--- src/rtl/led_frame_recv.sv ---
//------------------------------------------------------------------------------
// Module   : led_frame_recv
// Brief    : LED serial link receiver; decodes start/LED/end frames from cki/sdi.
//            Optional statistics counters enabled by LED_FRAME_RECV_STAT_EN.
// Revision : 1.0 - initial release
//------------------------------------------------------------------------------
`default_nettype none

module led_frame_recv #(
    parameter int LED_NUM     = 4,
    parameter int TIMEOUT_CNT = 64,
    parameter int SYNC_STAGES = 2
) (
    input  logic        clk,
    input  logic        rst,
    input  logic        cki,
    input  logic        sdi,
    output logic        pix_valid,
    output logic [9:0]  pix_idx,
    output logic [4:0]  pix_bright,
    output logic [23:0] pix_bgr,
    output logic        frame_done,
    output logic        err,
    output logic [1:0]  err_code,
    output logic        busy,
    output logic [15:0] frame_cnt,
    output logic [15:0] err_cnt
);

    localparam logic [9:0]  c_led_num = 10'(LED_NUM);
    localparam logic [15:0] c_timeout = 16'(TIMEOUT_CNT);

    typedef enum logic [1:0] {
        ST_HUNT = 2'd0,
        ST_DATA = 2'd1,
        ST_END  = 2'd2
    } state_t;

    state_t r_state, w_state_nxt;

    logic [SYNC_STAGES-1:0] r_cki_sync;
    logic [SYNC_STAGES-1:0] r_sdi_sync;
    logic                   r_cki_d;
    logic [30:0]            r_shift;
    logic [15:0]            r_idle_cnt;
    logic [4:0]             r_zero_cnt;
    logic [4:0]             r_bit_cnt;
    logic [9:0]             r_led_cnt;

    logic        r_pix_valid, r_frame_done, r_err;
    logic [9:0]  r_pix_idx;
    logic [4:0]  r_pix_bright;
    logic [23:0] r_pix_bgr;
    logic [1:0]  r_err_code;

    logic        w_rise, w_sdi, w_idle;
    logic [31:0] w_word;
    logic        w_pix_fire, w_done_fire, w_err_fire;
    logic [1:0]  w_err_code_nxt;

    assign w_rise = r_cki_sync[SYNC_STAGES-1] & ~r_cki_d;
    assign w_sdi  = r_sdi_sync[SYNC_STAGES-1];
    assign w_idle = (r_idle_cnt == c_timeout);
    // Last bit is taken straight from the synchronizer so the word is judged in its rise cycle.
    assign w_word = {r_shift, w_sdi};

    always_ff @(posedge clk) begin
        if (rst) r_state <= ST_HUNT;
        else     r_state <= w_state_nxt;
    end

    always_comb begin
        w_state_nxt    = r_state;
        w_pix_fire     = 1'b0;
        w_done_fire    = 1'b0;
        w_err_fire     = 1'b0;
        w_err_code_nxt = r_err_code;
        case (r_state)
            ST_HUNT: begin
                if (w_rise && !w_sdi && r_zero_cnt == 5'd31)
                    w_state_nxt = ST_DATA;
            end
            ST_DATA: begin
                if (w_rise) begin
                    if (r_bit_cnt == 5'd31) begin
                        if (w_word == 32'h0 && r_led_cnt == 10'd0) begin
                            w_state_nxt = ST_DATA;
                        end else if (r_led_cnt < c_led_num) begin
                            if (w_word[31:29] == 3'b111) begin
                                w_pix_fire = 1'b1;
                            end else begin
                                w_err_fire     = 1'b1;
                                w_err_code_nxt = 2'd1;
                                w_state_nxt    = ST_HUNT;
                            end
                        end else if (w_word == 32'hFFFF_FFFF) begin
                            w_done_fire = 1'b1;
                            w_state_nxt = ST_END;
                        end else begin
                            w_err_fire     = 1'b1;
                            w_err_code_nxt = 2'd2;
                            w_state_nxt    = ST_HUNT;
                        end
                    end
                end else if (w_idle) begin
                    w_err_fire     = 1'b1;
                    w_err_code_nxt = 2'd3;
                    w_state_nxt    = ST_HUNT;
                end
            end
            ST_END: begin
                if (!w_rise && w_idle)
                    w_state_nxt = ST_HUNT;
            end
            default: w_state_nxt = ST_HUNT;
        endcase
    end

    always_ff @(posedge clk) begin
        if (rst) begin
            r_cki_sync   <= '0;
            r_sdi_sync   <= '0;
            r_cki_d      <= 1'b0;
            r_shift      <= '0;
            r_idle_cnt   <= '0;
            r_zero_cnt   <= '0;
            r_bit_cnt    <= '0;
            r_led_cnt    <= '0;
            r_pix_valid  <= 1'b0;
            r_pix_idx    <= '0;
            r_pix_bright <= '0;
            r_pix_bgr    <= '0;
            r_frame_done <= 1'b0;
            r_err        <= 1'b0;
            r_err_code   <= '0;
        end else begin
            r_cki_sync <= {r_cki_sync[SYNC_STAGES-2:0], cki};
            r_sdi_sync <= {r_sdi_sync[SYNC_STAGES-2:0], sdi};
            r_cki_d    <= r_cki_sync[SYNC_STAGES-1];

            if (w_rise)
                r_shift <= w_word[30:0];

            if (w_rise)
                r_idle_cnt <= '0;
            else if (!w_idle)
                r_idle_cnt <= r_idle_cnt + 16'd1;

            if (r_state != ST_HUNT || w_state_nxt != ST_HUNT)
                r_zero_cnt <= '0;
            else if (w_rise)
                r_zero_cnt <= w_sdi ? 5'd0 : r_zero_cnt + 5'd1;

            if (r_state != ST_DATA)
                r_bit_cnt <= '0;
            else if (w_rise)
                r_bit_cnt <= r_bit_cnt + 5'd1;

            if (r_state != ST_DATA)
                r_led_cnt <= '0;
            else if (w_pix_fire)
                r_led_cnt <= r_led_cnt + 10'd1;

            r_pix_valid  <= w_pix_fire;
            r_frame_done <= w_done_fire;
            r_err        <= w_err_fire;
            r_err_code   <= w_err_code_nxt;
            if (w_pix_fire) begin
                r_pix_idx    <= r_led_cnt;
                r_pix_bright <= w_word[28:24];
                r_pix_bgr    <= w_word[23:0];
            end
        end
    end

    assign pix_valid  = r_pix_valid;
    assign pix_idx    = r_pix_idx;
    assign pix_bright = r_pix_bright;
    assign pix_bgr    = r_pix_bgr;
    assign frame_done = r_frame_done;
    assign err        = r_err;
    assign err_code   = r_err_code;
    assign busy       = (r_state != ST_HUNT);

`ifdef LED_FRAME_RECV_STAT_EN
    logic [15:0] r_frame_cnt;
    logic [15:0] r_err_cnt;

    always_ff @(posedge clk) begin
        if (rst) begin
            r_frame_cnt <= '0;
            r_err_cnt   <= '0;
        end else begin
            if (r_frame_done && r_frame_cnt != 16'hFFFF)
                r_frame_cnt <= r_frame_cnt + 16'd1;
            if (r_err && r_err_cnt != 16'hFFFF)
                r_err_cnt <= r_err_cnt + 16'd1;
        end
    end

    assign frame_cnt = r_frame_cnt;
    assign err_cnt   = r_err_cnt;
`else
    assign frame_cnt = '0;
    assign err_cnt   = '0;
`endif

endmodule

`default_nettype wire

--- config.mk ---
export PLATFORM = sky130hd
export DESIGN_NAME = led_frame_recv
export DESIGN_NICKNAME = d
export VERILOG_FILES = /design/src/rtl/led_frame_recv.sv
export SDC_FILE = /design/constraint.sdc
export NUM_CORES = 1
export LEC_CHECK = 0
export ABC_AREA = 1
export CORE_ASPECT_RATIO = 2
export CORE_MARGIN = 2
export CORE_UTILIZATION = 50
export DETAILED_ROUTE_END_ITERATION = 8
export PLACE_DENSITY_LB_ADDON = 0.08
export SYNTH_ARGS = -nofsm -noshare
export SYNTH_HDL_FRONTEND = slang
export SYNTH_SLANG_ARGS = --single-unit
--- constraint.sdc ---
create_clock -name clk -period 2.57 [get_ports clk]
set_clock_uncertainty 0.05 [all_clocks]
set_input_delay 0.257 -clock clk [delete_from_list [all_inputs] [get_ports clk]]
set_output_delay 0.257 -clock clk [all_outputs]
set_load 0.03 [all_outputs]
==> flow_summary_export.csv <==
group,metric,value,unit
yosys,netlist_area,5170,µm²
yosys,ys_dominant_reg_cell,"sky130_fd_sc_hd__dfxtp_1",
setup_path,worstSetupPathType,"reg -> out",
drt,drt_first_pass_iters,4,
placed_design,post-dp-hpwl,7590,µm
power,leakage,2.34,nW
timing,period_minus_slack,2.05,ns
cts,clock_sinks,118,
cts,h-tree-depth,4,
yosys,synth_edf_count,0,
yosys,synth-warning-count,0,
grt,grt_pass1_wl,17800,µm
cts,cts_resized,0,
setup_path,critical-path-max-stage-delay,0.68,ns
yosys,yosys.area.top_type_share,45.6,%
setup_path,critical_path.max_fanout,6,
grt,grt_overflow_total,0,
grt,grt_util_all_layers,19.8,%
yosys,synthTopCellsByCount,"sky130_fd_sc_hd__dfxtp_1, sky130_fd_sc_hd__inv_1, sky130_fd_sc_hd__nor2_1",
grt,first_global_vias,3936,
cts,postCtsHoldBufs,0,
drt,detailedRoute.firstIterationViolations,197,
hold_path,hold_path.class,"in -> reg",
cts,cts_root_cell,"sky130_fd_sc_hd__clkbuf_16",
cts,clkTransAtPathRegs,0.05,ns
setup_path,worstPathArrival,1.74,ns
timing,fmax,0.488,GHz
job,maxCapViolations,0,
placed_design,place_area,5640,µm²
drt,drt-vias-per-instance,4.86,
floorplan,ios,81,
finish,final_design_area_no_fill,6220,µm²
placed_design,port_buffers,48,
cts,cts.repair_timing.setup_buffer_count,0,
floorplan,coreArea,10100,µm²
drt,count_of_vias_placed_by_the_detailed_router,4074,
setup_path,critPathCaptureType,"output pin",
cts,clock_path_buffers,2,
finish,layout-drive-gt1-share,11.6,%
drt,wire_per_inst,12.5,µm
timing,timing.final.hold_violations,0,
placed_design,routability_congestion_estimate_from_global_placement,0.834,
floorplan,floorplan.die_area,11200,µm²
timing,setup_violations,0,
timing,grt_setup_unrepaired,"no",
finish,antennaDiodeCount,0,
yosys,post_synth_num_cell_types,36,
setup_path,path_delay_family,"buffers and inverters",
yosys,asyncSetResetFlopFracSynth,0,%
timing,finalSetupTns,0,ns
power,power-per-cell-area,691,nW/µm²
drt,residual_drc_count,0,
drt,route.antenna.remaining_nets,0,
setup_path,crit_path_top_delay_cell,"sky130_fd_sc_hd__clkdlybuf4s50_1",
drt,wirelength,10500,µm
cts,clock_latency_at_the_later_pin_of_the_worst_skew_pair,0.41,ns
setup_path,critical_path.startpoint_type,"flop",
yosys,synth_area_per_cell,8.06,µm²
power,vdd_drop_max,580,µV
status,status,"finished clean",
setup_path,worst_ep_required_time,2.26,ns
finish,area.growth.synth_to_final,20.2,%
yosys,synthTopCellsByArea,"sky130_fd_sc_hd__dfxtp_1, sky130_fd_sc_hd__inv_1, sky130_fd_sc_hd__a211oi_2",
finish,nets,703,
yosys,yosys_register_bits,118,
cts,tritoncts_clock_tree,"yes",
cts,cts-buffers-inserted,17,
timing,period_share,79.8,%
floorplan,initial_core_util,51.3,%
yosys,yosys.cell_count.top_type,"sky130_fd_sc_hd__dfxtp_1",
grt,antenna_found_initial,0,
grt,grt_max_degree,75,
floorplan,placement_rows,52,
setup_path,cp.buffers_inverters,2,
timing,maxSlewViolCount,0,
setup_path,path_cells,"nor2_1 -> inv_1 -> clkdlybuf4s50_1",
yosys,postSynthCellCount,642,
yosys,synth_largest_area_cell,"sky130_fd_sc_hd__dfxtp_1",
floorplan,floorplan.die.width,75.9,µm
floorplan,die-height,148,µm
yosys,seq_area_frac_synth,45.6,%
logic make-up after synthesis:
| family | Yosys count | synth area share [%] |
|---|---|---|
| AO/OA/AOI/OAI | 99 | 15.0 |
| XOR/XNOR | 4 | 0.677 |
| adder cells (fa/ha/maj) | 8 | 1.93 |
| buffers and inverters | 171 | 15.6 |
| flip-flops | 118 | 45.6 |
| other | 1 | 0.0725 |
| AND/OR/NAND/NOR | 241 | 21.1 |
routing by layer:
metal / GRT usage [%] / up-vias / wire length [µm] / part of all wire (%)
met2: 39.1 / 63 / 6130 / 58
met5: 0 / - / 0 / 0
met4: 8.27 / 0 / 184 / 1.8
met1: 19.0 / 1902 / 3880 / 37
met3: 4.88 / 15 / 298 / 2.8
li1: - / 2094 / - / -
tightest hold or removal path, delay by kind of cell:
kind	cells	cell delay, ns
simple gates	1	0.09
compound gates	2	0.12
buf+inv	1	0.10
layout make-up:
class	count	area, µm²
multi-input combinational	384	2120
tap	135	169
timing repair buffer	55	553
sequential	118	2360
clock buffer	24	482
inverter	115	432
clock inverter	8	97.6
fill	945	3870
metrics by stage:
stage	instances	total power, mW	hold slack [ns]	util, %	worst slack (ns)
finish	839	4.29	0.171	61.7	0.520
global route	839	4.44	0.189	61.7	0.357
CTS	839	4.34	0.150	61.7	0.498
detailed placement	807	2.05	0.356	55.9	0.569
global placement	807	2.04	0.347	55.9	0.623
floorplan	673	2.05	0.314	-	0.757
registers in the layout (all words and copies together), names as in the netlist:
| name | flops |
|---|---|
| err_code | 2 |
| pix_bright | 5 |
| err | 1 |
| pix_idx | 10 |
| frame_done | 1 |
| r_shift | 31 |
| r_zero_cnt | 5 |
| r_sdi_sync | 2 |
| r_cki_sync | 2 |
| r_cki_d | 1 |
| pix_valid | 1 |
| r_idle_cnt | 16 |
| pix_bgr | 24 |
| r_bit_cnt | 5 |
| r_state | 2 |
| r_led_cnt | 10 |
cell usage in the layout (no fill, tap or decap), types with 5 or more instances in the layout:
master	n
sky130_fd_sc_hd__nand2_1	68
sky130_fd_sc_hd__nand4_1	11
sky130_fd_sc_hd__conb_1	32
sky130_fd_sc_hd__o21ai_0	6
sky130_fd_sc_hd__nor3_1	10
sky130_fd_sc_hd__nor2_1	100
sky130_fd_sc_hd__nand3_1	30
sky130_fd_sc_hd__clkbuf_16	17
sky130_fd_sc_hd__clkdlybuf4s50_1	47
sky130_fd_sc_hd__o22ai_1	30
sky130_fd_sc_hd__inv_1	112
sky130_fd_sc_hd__a21oi_1	24
sky130_fd_sc_hd__a211oi_2	30
sky130_fd_sc_hd__buf_4	5
sky130_fd_sc_hd__dfxtp_1	118
sky130_fd_sc_hd__ha_1	8
where the power goes:
group	switching [mW]	internal, mW	leakage, nW	total [mW]
Clock	0.789	1.50	0.276	2.29
Combinational	0.128	0.0302	1.11	0.158
Sequential	0.00962	1.84	0.952	1.85
Total	0.926	3.37	2.34	4.29
final timing paths:
check / start / end / slack [ns] / cells past startpoint
max reg2reg: r_bit_cnt[1]$_SDFFE_PP0P_ / r_led_cnt[0]$_SDFFE_PP0P_ / 0.57 / 12
min reg2reg: r_cki_sync[0]$_SDFF_PP0_ / r_cki_sync[1]$_SDFF_PP0_ / 0.36 / 2
max: r_state[1]$_SDFF_PP0_ / busy / 0.52 / 3
min: rst / r_idle_cnt[12]$_SDFFE_PP0N_ / 0.17 / 4
No activity file was read; power rests on OpenSTA's default activity.
